<file path="config.mk">
export PLATFORM = sky130hd
export DESIGN_NAME = hazard_ctrl_ms
export DESIGN_NICKNAME = d
export VERILOG_FILES = /design/src/rtl/hazard_ctrl_ms.sv
export SDC_FILE = /design/constraint.sdc
export NUM_CORES = 1
export LEC_CHECK = 0
export CAP_MARGIN = 25
export CORE_ASPECT_RATIO = 0.75
export CORE_UTILIZATION = 42
export CTS_CLUSTER_SIZE = 28
export DETAILED_ROUTE_END_ITERATION = 10
export PLACE_DENSITY = 0.76
export SYNTH_ARGS = -nofsm -noshare
export SYNTH_HDL_FRONTEND = slang
export SYNTH_SLANG_ARGS = --single-unit
</file>
<file path="constraint.sdc">
create_clock -name clk_i -period 1.6 [get_ports clk_i]
set_input_delay 0.16 -clock clk_i [delete_from_list [all_inputs] [get_ports clk_i]]
set_output_delay 0.16 -clock clk_i [all_outputs]
set_load 0.01 [all_outputs]
</file>
<file path="src/rtl/hazard_ctrl_ms.sv">
// ID-stage hazard controller: load-use bubbles of configurable depth, memory-wait freeze,
// taken-branch IF/ID flush and a saturating stall-cycle counter.
module hazard_ctrl_ms #(
  parameter int unsigned ADDR_W      = 5,
  parameter int unsigned LOAD_STALL  = 1,
  parameter int unsigned ZERO_EXEMPT = 1,
  parameter int unsigned CNT_W       = 16
) (
  input  logic              clk_i,
  input  logic              rst_i,
  input  logic              id_ex_memread_i,
  input  logic [ADDR_W-1:0] id_ex_rt_i,
  input  logic [ADDR_W-1:0] if_id_rs_i,
  input  logic [ADDR_W-1:0] if_id_rt_i,
  input  logic              if_id_use_rs_i,
  input  logic              if_id_use_rt_i,
  input  logic              mem_req_i,
  input  logic              mem_ready_i,
  input  logic              branch_taken_i,
  output logic              pc_write_o,
  output logic              if_id_write_o,
  output logic              bubble_o,
  output logic              freeze_o,
  output logic              if_id_flush_o,
  output logic [CNT_W-1:0]  stall_cnt_o
);

  typedef enum logic [1:0] {StRun, StBubble, StMemWait} state_e;

  localparam logic [3:0] BubbleInit = 4'(LOAD_STALL - 1);

  state_e           state_q, state_d;
  logic [3:0]       bcnt_q, bcnt_d;
  logic [CNT_W-1:0] cnt_q, cnt_d;

  logic rs_zero, rt_zero, rs_hit, rt_hit, hz, mem_wait;
  logic pc_w, ifid_w, bubble, freeze;

  assign rs_zero  = (ZERO_EXEMPT != 0) && (if_id_rs_i == '0);
  assign rt_zero  = (ZERO_EXEMPT != 0) && (if_id_rt_i == '0);
  assign rs_hit   = if_id_use_rs_i && (id_ex_rt_i == if_id_rs_i) && !rs_zero;
  assign rt_hit   = if_id_use_rt_i && (id_ex_rt_i == if_id_rt_i) && !rt_zero;
  assign hz       = id_ex_memread_i && (rs_hit || rt_hit);
  assign mem_wait = mem_req_i && !mem_ready_i;

  always_comb begin
    state_d = state_q;
    bcnt_d  = bcnt_q;
    pc_w    = 1'b1;
    ifid_w  = 1'b1;
    bubble  = 1'b0;
    freeze  = 1'b0;
    unique case (state_q)
      StRun: begin
        if (mem_wait) begin
          // Freeze wins over a concurrent hazard; hz is re-checked once the pipe moves.
          freeze  = 1'b1;
          pc_w    = 1'b0;
          ifid_w  = 1'b0;
          state_d = StMemWait;
        end else if (hz) begin
          bubble = 1'b1;
          pc_w   = 1'b0;
          ifid_w = 1'b0;
          if (LOAD_STALL > 1) begin
            state_d = StBubble;
            bcnt_d  = BubbleInit;
          end
        end
      end
      StBubble: begin
        pc_w   = 1'b0;
        ifid_w = 1'b0;
        if (mem_wait) begin
          freeze  = 1'b1;
          state_d = StMemWait;
        end else begin
          bubble = 1'b1;
          bcnt_d = bcnt_q - 4'd1;
          if (bcnt_q <= 4'd1) begin
            state_d = StRun;
            bcnt_d  = 4'd0;
          end
        end
      end
      StMemWait: begin
        freeze = 1'b1;
        pc_w   = 1'b0;
        ifid_w = 1'b0;
        if (mem_ready_i) begin
          state_d = (bcnt_q != 4'd0) ? StBubble : StRun;
        end
      end
      default: begin
        state_d = StRun;
        bcnt_d  = 4'd0;
      end
    endcase

    // Outputs read as free-running while reset is held.
    if (!rst_i) begin
      pc_w   = 1'b1;
      ifid_w = 1'b1;
      bubble = 1'b0;
      freeze = 1'b0;
    end
  end

  always_comb begin
    cnt_d = cnt_q;
    if (!pc_w && (cnt_q != '1)) begin
      cnt_d = cnt_q + CNT_W'(1);
    end
  end

  always_ff @(posedge clk_i or negedge rst_i) begin
    if (!rst_i) begin
      state_q <= StRun;
      bcnt_q  <= 4'd0;
      cnt_q   <= '0;
    end else begin
      state_q <= state_d;
      bcnt_q  <= bcnt_d;
      cnt_q   <= cnt_d;
    end
  end

  assign pc_write_o    = pc_w;
  assign if_id_write_o = ifid_w;
  assign bubble_o      = bubble;
  assign freeze_o      = freeze;
  assign if_id_flush_o = branch_taken_i && pc_w && rst_i;
  assign stall_cnt_o   = cnt_q;

endmodule
</file>
==> insert_results.sql, run 1 <==
INSERT INTO impl_metrics (metric_group, metric, value, unit) VALUES
('timing', 'fin_hold_ws', '304', 'ps'),
('global_route', 'antenna_found_initial', '0', ''),
('routing', 'total_via_count_in_the_routed_design', '1477', ''),
('synthesis', 'post_synth.cell_area_avg', '9.87', 'um2'),
('pwr', 'switching_share', '35.5', '%'),
('synthesis', 'syn-instance-count', '148', ''),
('timing', 'finalCritPeriodShare', '133', '%'),
('routing', 'post_drt_via_cell_ratio', '5.39', ''),
('pwr', 'peakVddDrop', '1.03', 'mV'),
('routing', 'ant_nets_after_route', '0', ''),
('synthesis', 'synth-edff-count', '0', ''),
('run_status', 'outcome', 'finished, violations left', ''),
('routing', 'drtIter0Drc', '77', ''),
('routing', 'wire_per_inst', '16.3', 'um'),
('synthesis', 'synthDominantAreaCellType', 'sky130_fd_sc_hd__dfrtp_1', ''),
('clocking', 'cts_max_path_buffers', '2', ''),
('timing', 'maxClockFrequency', '470', 'MHz'),
('run_status', 'violations', 'setup timing', ''),
('layout', 'areaGrowthSynthToFinish', '70.8', '%'),
('synthesis', 'async_set_reset_flop_share_out_of_synthesis', '100', '%'),
('timing', 'final_period_minus_worst_setup_slack', '2130', 'ps'),
('placement', 'io_buffer_count', '43', ''),
('die', 'std_cell_rows', '18', ''),
('global_route', 'grt_max_degree', '26', ''),
('die', 'floorplan.initialDensity', '44.1', '%'),
('worst_setup_path', 'timing_worst_setup_path_type', 'flip-flop to output pin', ''),
('routing', 'wirelength', '4470', 'um'),
('synthesis', 'mappedNetlistArea', '1460', 'um2'),
('pwr', 'power_switching', '820', 'uW'),
('timing', 'worst_clock_skew_on_the_final_layout', '14.2', 'ps'),
('timing', 'fin_ws', '-527', 'ps'),
('timing', 'rsz0062_at_grt', 'true', ''),
('worst_setup_path', 'critical_path_peak_fanout', '2', ''),
('worst_setup_path', 'cp_capture_type', 'output pin', ''),
('worst_setup_path', 'cpMostUsedCell', 'sky130_fd_sc_hd__inv_2', ''),
('clocking', 'tritoncts', 'yes', ''),
('layout', 'layout.area.seq', '551', 'um2'),
('clocking', 'cts-buffers-inserted', '3', ''),
('pwr', 'internal_power', '1.49', 'mW'),
('worst_setup_path', 'cp.arrival', '1970', 'ps'),
('layout', 'area_used_by_multi_input_combinational_logic', '1070', 'um2'),
('global_route', 'grt_pass1_vias', '1401', ''),
('clocking', 'cts.root.buffer_cell', 'sky130_fd_sc_hd__clkbuf_8', ''),
('placement', 'gp_congestion', '0.903', ''),
('die', 'dieArea', '3720', 'um2'),
('synthesis', 'synth.top_cells.by_area', 'sky130_fd_sc_hd__dfrtp_1, sky130_fd_sc_hd__xnor2_1, sky130_fd_sc_hd__ha_1', ''),
('layout', 'layout.nets', '266', ''),
('die', 'die_height', '53.1', 'um'),
('clocking', 'h_tree_level_count', '1', ''),
('die', 'floorplan.die.width', '70.1', 'um'),
('clocking', 'clkTransAtPathRegs', '90', 'ps'),
('worst_setup_path', 'cp.required', '1440', 'ps'),
('routing', 'first_pass_iters', '4', ''),
('flow_run', 'timing.max_cap.violations', '0', ''),
('synthesis', 'syn_nets', '178', ''),
('clocking', 'cts_num_sinks', '22', ''),
('synthesis', 'netlist.area_leader.share', '37.7', '%'),
('pwr', 'pwr-share-seq', '30.0', '%'),
('timing', 'final-setup-viol-count', '20', ''),
('die', 'num_ports', '44', ''),
('pwr', 'total_leakage_power', '1.10', 'nW'),
('synthesis', 'yosys_most_used_dff', 'sky130_fd_sc_hd__dfrtp_1', ''),
('synthesis', 'post_synth_num_cell_types', '42', ''),
('placement', 'detailedPlace.worstSlack', '-852', 'ps'),
('pwr', 'clockPowerShare', '15.2', '%'),
('synthesis', 'ys_seq_area_share', '37.7', '%'),
('worst_setup_path', 'startpoint_type', 'flip-flop', ''),
('timing', 'hold_viol', '0', ''),
('worst_setup_path', 'worst_path_largest_cell_delay', '400', 'ps'),
('global_route', 'global_route.usage.total', '22.9', '%'),
('worst_setup_path', 'slowest_stage', 'sky130_fd_sc_hd__dfrtp_1', '');
==> final cells by class <==
type | instances | share of cell area, %
repair buffers | 86 | 30.0
well taps | 40 | 2.01
flip-flops and latches | 22 | 22.1
multi-input cells | 113 | 42.8
inverters | 10 | 1.50
clock buffers | 3 | 1.65
==> final timing paths <==
kind                       startpoint              end  slack, ps  cells past startpoint
min                             rst_i  stall_cnt_o[12]        300                      2
min in group clk_i          bcnt_q[1]        bcnt_q[1]        500                      2
max                        state_q[0]    if_id_flush_o       -530                      9
min reg2reg                 bcnt_q[1]        bcnt_q[1]        500                      2
max in group asynchronous       rst_i   stall_cnt_o[0]       1030                      2
max reg2reg                state_q[0]  stall_cnt_o[14]       -520                      9
==> synth_stat cells, types with 3 or more instances <==
library cell	number
sky130_fd_sc_hd__nor3_1	3
sky130_fd_sc_hd__inv_1	9
sky130_fd_sc_hd__nand2_1	11
sky130_fd_sc_hd__dfrtp_1	22
sky130_fd_sc_hd__nand3_1	4
sky130_fd_sc_hd__o21ai_0	5
sky130_fd_sc_hd__nand3_2	8
sky130_fd_sc_hd__ha_1	7
sky130_fd_sc_hd__and3_1	7
sky130_fd_sc_hd__nor2_1	4
sky130_fd_sc_hd__xnor2_1	18
sky130_fd_sc_hd__xor2_1	4
sky130_fd_sc_hd__nand4_1	7
==> sequential cells by signal (all words and copies together), names as in the netlist <==
name / flops
state_q: 2
bcnt_q: 4
stall_cnt_o: 16
==> placed cells by master (no fill, tap or decap), drive strengths merged, types with 5 or more instances in the layout <==
cell type and instances:
nand3 12, ha 7, clkdlybuf4s50 26, and3 8, o21ai 7, buf 47
nand2 11, dfrtp 22, dlygate4sd2 8, nand4 8, clkbuf 5, xnor2 18
inv 10
==> power groups by stage <==
| stage | Combinational [mW] | Clock [mW] | Sequential [mW] |
|---|---|---|---|
| after CTS | 1.14 | 0.357 | 0.694 |
| after detailed placement | 1.08 | 0 | 0.705 |
| after floorplan | 0.489 | 0 | 0.759 |
| after global placement | 1.04 | 0 | 0.704 |
| after global routing | 1.36 | 0.381 | 0.705 |
| final | 1.27 | 0.351 | 0.693 |
==> cells by family (layout without fill, tap and decap cells) <==
kind of cell | Yosys count | count (layout) | share of synthesized area (%)
DFF | 22 | 22 | 37.7
AOI/OAI and AO/OA | 19 | 19 | 8.31
adders and majority gates | 7 | 7 | 5.99
buffers and inverters | 13 | 99 | 4.62
muxes | 5 | 5 | 3.77
xor gates and xnor gates | 22 | 22 | 13.2
and+or+nand+nor | 60 | 60 | 26.5
==> per-layer routing <==
layer | track usage [%] | wire length [um]
met3 | 4.76 | 134
met1 | 28.2 | 1900
met5 | 0 | 0
met4 | 4.00 | 75
met2 | 42.5 | 2360
==> what timing repair did <==
item | 4_1_cts | 5_1_grt
gates resized for setup | 55 | 22
setup buffers | 6 | 1
pin swaps | 18 | 3
endpoints found under the setup margin | 26 | 27
==> stage by stage <==
stage,power (mW),setup TNS [ps],utilization (%),instances
global placement,1.75,-9550,67.1,264
global route,2.45,-7580,75.4,274
floorplan,1.25,-1700,-,148
CTS,2.20,-4470,72.7,273
detailed placement,1.78,-12150,67.1,264
finish,2.31,-6850,75.4,274
==> worst max-delay path: cells and delay by family, from the launching register on <==
family / cells / cell delay [ps]
compound gates: 2 / 340
fa+ha+maj: 1 / 260
buf+inv: 3 / 230
flops: 1 / 400
simple gates: 3 / 450
(Power assumes the default switching activity.)
==> run 2, diff against run 1 <==
==> config.mk (replaced) <==
export PLATFORM = sky130hd
export DESIGN_NAME = hazard_ctrl_ms
export DESIGN_NICKNAME = d
export VERILOG_FILES = /design/src/rtl/hazard_ctrl_ms.sv
export SDC_FILE = /design/constraint.sdc
export NUM_CORES = 1
export LEC_CHECK = 0
export CAP_MARGIN = 5
export CORE_ASPECT_RATIO = 0.75
export CORE_UTILIZATION = 50
export CTS_CLUSTER_SIZE = 28
export DETAILED_ROUTE_END_ITERATION = 10
export DONT_BUFFER_PORTS = 1
export PLACE_DENSITY = 0.68
export SKIP_CTS_REPAIR_TIMING = 1
export SYNTH_ARGS = -nofsm -noshare
export SYNTH_HDL_FRONTEND = slang
export SYNTH_SLANG_ARGS = --single-unit
==> run 2 against run 1 <==
The run still ends with setup timing left. Critical path depth shrank 1. Non-clock buffer count shrank 39. Sequential share of layout area is 4.2 points higher. Critical path type unchanged. Highest routed layer unchanged.
==> insert_results.sql, run 2 (synthesized netlist as in run 1, its figures left out) <==
INSERT INTO impl_metrics (metric_group, metric, value, unit) VALUES
('worst_setup_path', 'slowest_stage', 'sky130_fd_sc_hd__dfrtp_1', ''),
('layout', 'share_of_post_route_cells_with_drive_strength_above_1', '47.4', '%'),
('pwr', 'peakVddDrop', '0.861', 'mV'),
('placement', 'io_buffer_count', '0', ''),
('placement', 'gp_congestion', '0.819', ''),
('timing', 'maxClockFrequency', '509', 'MHz'),
('die', 'floorplan.initialDensity', '54.5', '%'),
('pwr', 'clockPowerShare', '18.1', '%'),
('layout', 'areaGrowthSynthToFinish', '43.7', '%'),
('layout', 'area_used_by_multi_input_combinational_logic', '1020', 'um2'),
('clocking', 'cts-buffers-inserted', '3', ''),
('layout', 'non_filler_cell_area_final', '2100', 'um2'),
('worst_setup_path', 'timing_worst_setup_path_type', 'flip-flop to output pin', ''),
('clocking', 'tritoncts', 'yes', ''),
('layout', 'layoutNonFillerInstCount', '232', ''),
('routing', 'wire_per_inst', '15.7', 'um'),
('timing', 'final_period_minus_worst_setup_slack', '1960', 'ps'),
('clocking', 'cts_num_sinks', '22', ''),
('clocking', 'worst_skew_pair.late_latency', '270', 'ps'),
('worst_setup_path', 'cp.arrival', '1800', 'ps'),
('flow_run', 'timing.max_cap.violations', '0', ''),
('timing', 'max_slew_headroom', '72.6', '%'),
('timing', 'worst_clock_skew_on_the_final_layout', '8.00', 'ps'),
('routing', 'ant_nets_after_route', '0', ''),
('timing', 'finalCritPeriodShare', '123', '%'),
('pwr', 'post-layout-total-power', '2.26', 'mW'),
('worst_setup_path', 'cpMostUsedCell', 'sky130_fd_sc_hd__inv_2', ''),
('pwr', 'power.density_cell_area', '1070', 'nW/um2'),
('layout', 'layout.area.seq', '552', 'um2'),
('global_route', 'grt_max_degree', '27', ''),
('die', 'dieArea', '3150', 'um2'),
('clocking', 'h_tree_level_count', '1', ''),
('pwr', 'combinational_share_of_power', '51.3', '%'),
('routing', 'drc', '0', ''),
('global_route', 'global_route.usage.total', '22.3', '%'),
('placement', 'detailedPlace.worstSlack', '-274', 'ps'),
('routing', 'first_pass_iters', '4', ''),
('die', 'std_cell_rows', '16', ''),
('worst_setup_path', 'worst_path_largest_cell_delay', '400', 'ps'),
('global_route', 'grt_remaining_overflow', '0', ''),
('clocking', 'cts_max_path_buffers', '2', ''),
('die', 'floorplan.die.width', '64.4', 'um'),
('layout', 'leading_cell_type_in_the_layout_fill_and_taps_excluded', 'sky130_fd_sc_hd__buf_4', ''),
('placement', 'detailed_place_hpwl', '2460', 'um'),
('routing', 'drtIter0Drc', '54', ''),
('pwr', 'pwr-share-seq', '30.6', '%'),
('worst_setup_path', 'timing.critical_path.cells', 'inv_2 -> ha_4 -> o21a_1 -> nand4_1 -> nor3b_2 -> a21o_2 -> inv_2 -> and3_4', ''),
('placement', 'detailed_place.area', '1800', 'um2'),
('layout', 'largest_reg_flops', '16', ''),
('die', 'core', '2680', 'um2'),
('timing', 'final-setup-viol-count', '21', ''),
('routing', 'wirelength', '3650', 'um'),
('timing', 'tightest_slew', '407', 'ps'),
('global_route', 'grt_pass1_wl', '5420', 'um'),
('timing', 'rsz0062_at_grt', 'true', ''),
('run_status', 'outcome', 'finished, violations left', ''),
('worst_setup_path', 'critical_path_peak_fanout', '4', ''),
('global_route', 'antenna_found_initial', '0', ''),
('pwr', 'internal_power', '1.45', 'mW'),
('pwr', 'total_leakage_power', '0.964', 'nW'),
('routing', 'post_drt_via_cell_ratio', '5.63', ''),
('routing', 'total_via_count_in_the_routed_design', '1306', ''),
('worst_setup_path', 'cp.required', '1440', 'ps'),
('timing', 'setup_total_negative_slack', '-5530', 'ps'),
('timing', 'fin_hold_ws', '162', 'ps'),
('layout', 'final_cell_mix', 'sky130_fd_sc_hd__buf_4, sky130_fd_sc_hd__dfrtp_1, sky130_fd_sc_hd__xnor2_1', ''),
('die', 'die_height', '48.8', 'um'),
('layout', 'antennaDiodeCount', '0', ''),
('run_status', 'violations', 'setup timing', ''),
('layout', 'layout.nets', '227', ''),
('placement', 'placedCellCount', '217', ''),
('die', 'num_ports', '44', ''),
('worst_setup_path', 'startpoint_type', 'flip-flop', ''),
('clocking', 'cts.root.buffer_cell', 'sky130_fd_sc_hd__clkbuf_8', ''),
('global_route', 'grt_pass1_vias', '1257', ''),
('timing', 'hold_viol', '0', ''),
('clocking', 'clkTransAtPathRegs', '70', 'ps'),
('timing', 'finalMaxSlewViolations', '0', ''),
('layout', 'final_core_density', '78.3', '%'),
('pwr', 'switching_share', '35.5', '%'),
('timing', 'fin_ws', '-363', 'ps'),
('worst_setup_path', 'cp_capture_type', 'output pin', ''),
('pwr', 'power_switching', '802', 'uW'),
('worst_hold_path', 'hold_path_class', 'primary input to flip-flop', ''),
('layout', 'fillerInstances', '179', '');
[run 2: power groups by stage]
| stage | sequential [mW] | clock (mW) | combinational (mW) |
|---|---|---|---|
| floorplan | 0.759 | 0 | 0.489 |
| global placement | 0.693 | 0 | 0.855 |
| detailed placement | 0.697 | 0 | 0.888 |
| CTS | 0.690 | 0.417 | 0.902 |
| global route | 0.701 | 0.431 | 1.25 |
| finish | 0.690 | 0.408 | 1.16 |
[run 2: cell type report]
cell class	instances	share of cell area [%]
Multi-Input combinational cell	113	48.7
Sequential cell	22	26.3
Timing Repair Buffer	47	18.5
Clock buffer	4	2.62
Tap cell	36	2.15
Inverter	10	1.79
[run 2: per-layer routing]
metal | vias up | track usage (%) | wire length [um]
met3 | 9 | 6.54 | 208
met1 | 641 | 28.5 | 1570
li1 | 617 | - | -
met2 | 39 | 36.1 | 1820
met5 | - | 0 | 0
met4 | 0 | 7.04 | 48
[run 2: critical path, delay by kind of cell, from the launching register on]
| kind | cells | cell delay, ps |
|---|---|---|
| DFF | 1 | 400 |
| AOI/OAI and AO/OA | 2 | 410 |
| and+or+nand+nor | 3 | 360 |
| buffers and inverters | 2 | 170 |
| adders and majority gates | 1 | 200 |
[run 2: worst paths after layout]
kind	slack (ps)	depth (start not counted)	endpoint	start
setup / recovery	-360	8	if_id_flush_o	state_q[0]
hold / removal	160	2	state_q[1]	mem_ready_i
setup reg to reg	-330	9	stall_cnt_o[1]	state_q[0]
hold reg to reg	530	2	bcnt_q[1]	bcnt_q[1]
max in group asynchronous	1130	2	bcnt_q[0]	rst_i
min in group asynchronous	300	2	stall_cnt_o[11]	rst_i
==> run 3, diff against run 2 <==
--- a/config.mk
+++ b/config.mk
@@ -12,7 +12,9 @@
 export DETAILED_ROUTE_END_ITERATION = 10
 export DONT_BUFFER_PORTS = 1
 export PLACE_DENSITY = 0.68
+export RECOVER_POWER = 100
 export SKIP_CTS_REPAIR_TIMING = 1
+export SKIP_LAST_GASP = 1
 export SYNTH_ARGS = -nofsm -noshare
 export SYNTH_HDL_FRONTEND = slang
 export SYNTH_SLANG_ARGS = --single-unit
==> run 3 against run 2 <==
The run still ends with setup timing left. Clock skew is essentially flat. Cell count is the same. Highest routed layer unchanged. Die area is the same. Hold slack lost 0.60 ps. Via count shrank 1.1%. Non-clock buffer count is the same. Setup slack gained 2.4 ps. Critical path depth is the same. Global-route usage is the same. Wire length shrank 0.66%.
==> insert_results.sql, run 3 (synthesized netlist as in run 1, its figures left out) <==
INSERT INTO impl_metrics (metric_group, metric, value, unit) VALUES
('placement', 'detailedPlace.worstSlack', '-274', 'ps'),
('run_status', 'violations', 'setup timing', ''),
('clocking', 'cts_num_sinks', '22', ''),
('global_route', 'grtUsageMet1', '28.5', '%'),
('die', 'core', '2680', 'um2'),
('worst_setup_path', 'startpoint_type', 'flip-flop', ''),
('clocking', 'cts_max_path_buffers', '2', ''),
('layout', 'layoutNonFillerInstCount', '232', ''),
('global_route', 'most_congested_layer_reported_by_global_routing', 'met2', ''),
('routing', 'wirelength', '3630', 'um'),
('clocking', 'cts.root.buffer_cell', 'sky130_fd_sc_hd__clkbuf_8', ''),
('global_route', 'met2_usage', '36.1', '%'),
('die', 'floorplan.die.width', '64.4', 'um'),
('die', 'std_cell_rows', '16', ''),
('timing', 'hold_viol', '0', ''),
('run_status', 'outcome', 'finished, violations left', ''),
('worst_hold_path', 'hold_path_class', 'primary input to flip-flop', ''),
('layout', 'area_used_by_multi_input_combinational_logic', '1020', 'um2'),
('pwr', 'total_leakage_power', '0.902', 'nW'),
('timing', 'tightest_slew', '1200', 'ps'),
('pwr', 'power.density_cell_area', '1070', 'nW/um2'),
('timing', 'final_period_minus_worst_setup_slack', '1960', 'ps'),
('timing', 'worst_clock_skew_on_the_final_layout', '8.05', 'ps'),
('clocking', 'h_tree_level_count', '1', ''),
('die', 'dieArea', '3150', 'um2'),
('worst_setup_path', 'cp_capture_type', 'output pin', ''),
('layout', 'share_of_post_route_cells_with_drive_strength_above_1', '39.8', '%'),
('timing', 'finalMaxSlewViolations', '0', ''),
('worst_setup_path', 'cp.required', '1440', 'ps'),
('die', 'die_height', '48.8', 'um'),
('die', 'floorplan.initialDensity', '54.5', '%'),
('placement', 'io_buffer_count', '0', ''),
('die', 'num_ports', '44', ''),
('layout', 'areaGrowthSynthToFinish', '39.0', '%'),
('timing', 'rsz0062_at_grt', 'true', ''),
('global_route', 'grt_remaining_overflow', '0', ''),
('layout', 'leading_cell_type_in_the_layout_fill_and_taps_excluded', 'sky130_fd_sc_hd__buf_4', ''),
('timing', 'final-setup-viol-count', '21', ''),
('layout', 'largest_reg_flops', '16', ''),
('pwr', 'peakVddDrop', '0.799', 'mV'),
('layout', 'antennaDiodeCount', '0', ''),
('worst_setup_path', 'critical_path_peak_fanout', '4', ''),
('layout', 'fillerInstances', '190', ''),
('layout', 'layout.nets', '227', ''),
('global_route', 'antenna_found_initial', '0', ''),
('clocking', 'clkTransAtPathRegs', '70', 'ps'),
('timing', 'max_slew_headroom', '19.8', '%'),
('layout', 'final_cell_mix', 'sky130_fd_sc_hd__buf_4, sky130_fd_sc_hd__dfrtp_1, sky130_fd_sc_hd__xnor2_1', ''),
('routing', 'wire_per_inst', '15.6', 'um'),
('clocking', 'worst_skew_pair.late_latency', '270', 'ps'),
('worst_setup_path', 'timing_worst_setup_path_type', 'flip-flop to output pin', ''),
('timing', 'fin_hold_ws', '161', 'ps'),
('timing', 'maxClockFrequency', '510', 'MHz'),
('global_route', 'grt_max_degree', '27', ''),
('timing', 'finalCritPeriodShare', '123', '%'),
('routing', 'first_pass_iters', '4', ''),
('routing', 'drc', '0', ''),
('routing', 'post_drt_via_cell_ratio', '5.56', ''),
('clocking', 'tritoncts', 'yes', ''),
('routing', 'total_via_count_in_the_routed_design', '1291', ''),
('placement', 'detailed_place_hpwl', '2460', 'um'),
('layout', 'final_core_density', '75.7', '%'),
('placement', 'placedCellCount', '217', ''),
('timing', 'fin_ws', '-361', 'ps'),
('layout', 'layout.area.seq', '552', 'um2'),
('timing', 'setup_total_negative_slack', '-5430', 'ps'),
('routing', 'drtIter0Drc', '54', ''),
('clocking', 'cts-buffers-inserted', '3', ''),
('worst_setup_path', 'cp.arrival', '1800', 'ps'),
('global_route', 'grt_pass1_wl', '5420', 'um'),
('placement', 'gp_congestion', '0.819', ''),
('global_route', 'grt_pass1_vias', '1257', ''),
('global_route', 'met3_usage', '6.54', '%'),
('routing', 'ant_nets_after_route', '0', ''),
('global_route', 'global_route.usage.total', '22.3', '%'),
('flow_run', 'timing.max_cap.violations', '0', '');
## run 3: changes by cell type in the layout (fill, tap and decap cells not counted), sizes merged
cell | previous run | this run
buf | 46 | 32
clkbuf | 4 | 18
## run 3: area by class of cell
type | count | share of cell area, %
Sequential cell | 22 | 27.2
Inverter | 10 | 1.85
Timing Repair Buffer | 47 | 15.9
Multi-Input combinational cell | 113 | 50.2
Tap cell | 36 | 2.22
Clock buffer | 4 | 2.71
## run 3: metrics by stage
step	cell area [um2]	power (mW)
after floorplan	1500	1.25
after global placement	1800	1.55
after detailed placement	1800	1.58
after CTS	1850	2.01
after global routing	2030	2.31
final	2030	2.18
## run 3: path summary, 6_finish.rpt
path / start / to / slack (ps) / cells past startpoint
setup / recovery: state_q[0] / if_id_flush_o / -360 / 8
hold / removal: mem_ready_i / state_q[1] / 160 / 2
setup reg to reg: state_q[0] / stall_cnt_o[1] / -330 / 9
hold reg to reg: bcnt_q[1] / bcnt_q[1] / 530 / 2
max in group asynchronous: rst_i / bcnt_q[0] / 140 / 2
min in group asynchronous: rst_i / stall_cnt_o[9] / 660 / 2
## run 3: power breakdown
group,leakage (nW),switching (mW),internal (mW)
clock network,0.0288,0.189,0.220
registers,0.294,0.0510,0.637
logic,0.579,0.554,0.533
total,0.902,0.794,1.39
## run 3: routing by layer
metal  wire length, um  up-vias  part of all wire, %
li1                  -      617                    -
met1              1550      632                   43
met2              1830       37                   50
met3               215        5                  5.9
met4                36        0                 0.99
met5                 0        -                    0
## run 3: worst max-delay path: stages (launching register included)
cell and delay [ps]:
sky130_fd_sc_hd__dfrtp_1 400, sky130_fd_sc_hd__inv_2 90, sky130_fd_sc_hd__ha_4 200, sky130_fd_sc_hd__o21a_1 190
sky130_fd_sc_hd__nand4_1 110, sky130_fd_sc_hd__nor3b_2 60, sky130_fd_sc_hd__a21o_2 220, sky130_fd_sc_hd__inv_2 80
sky130_fd_sc_hd__and3_4 190
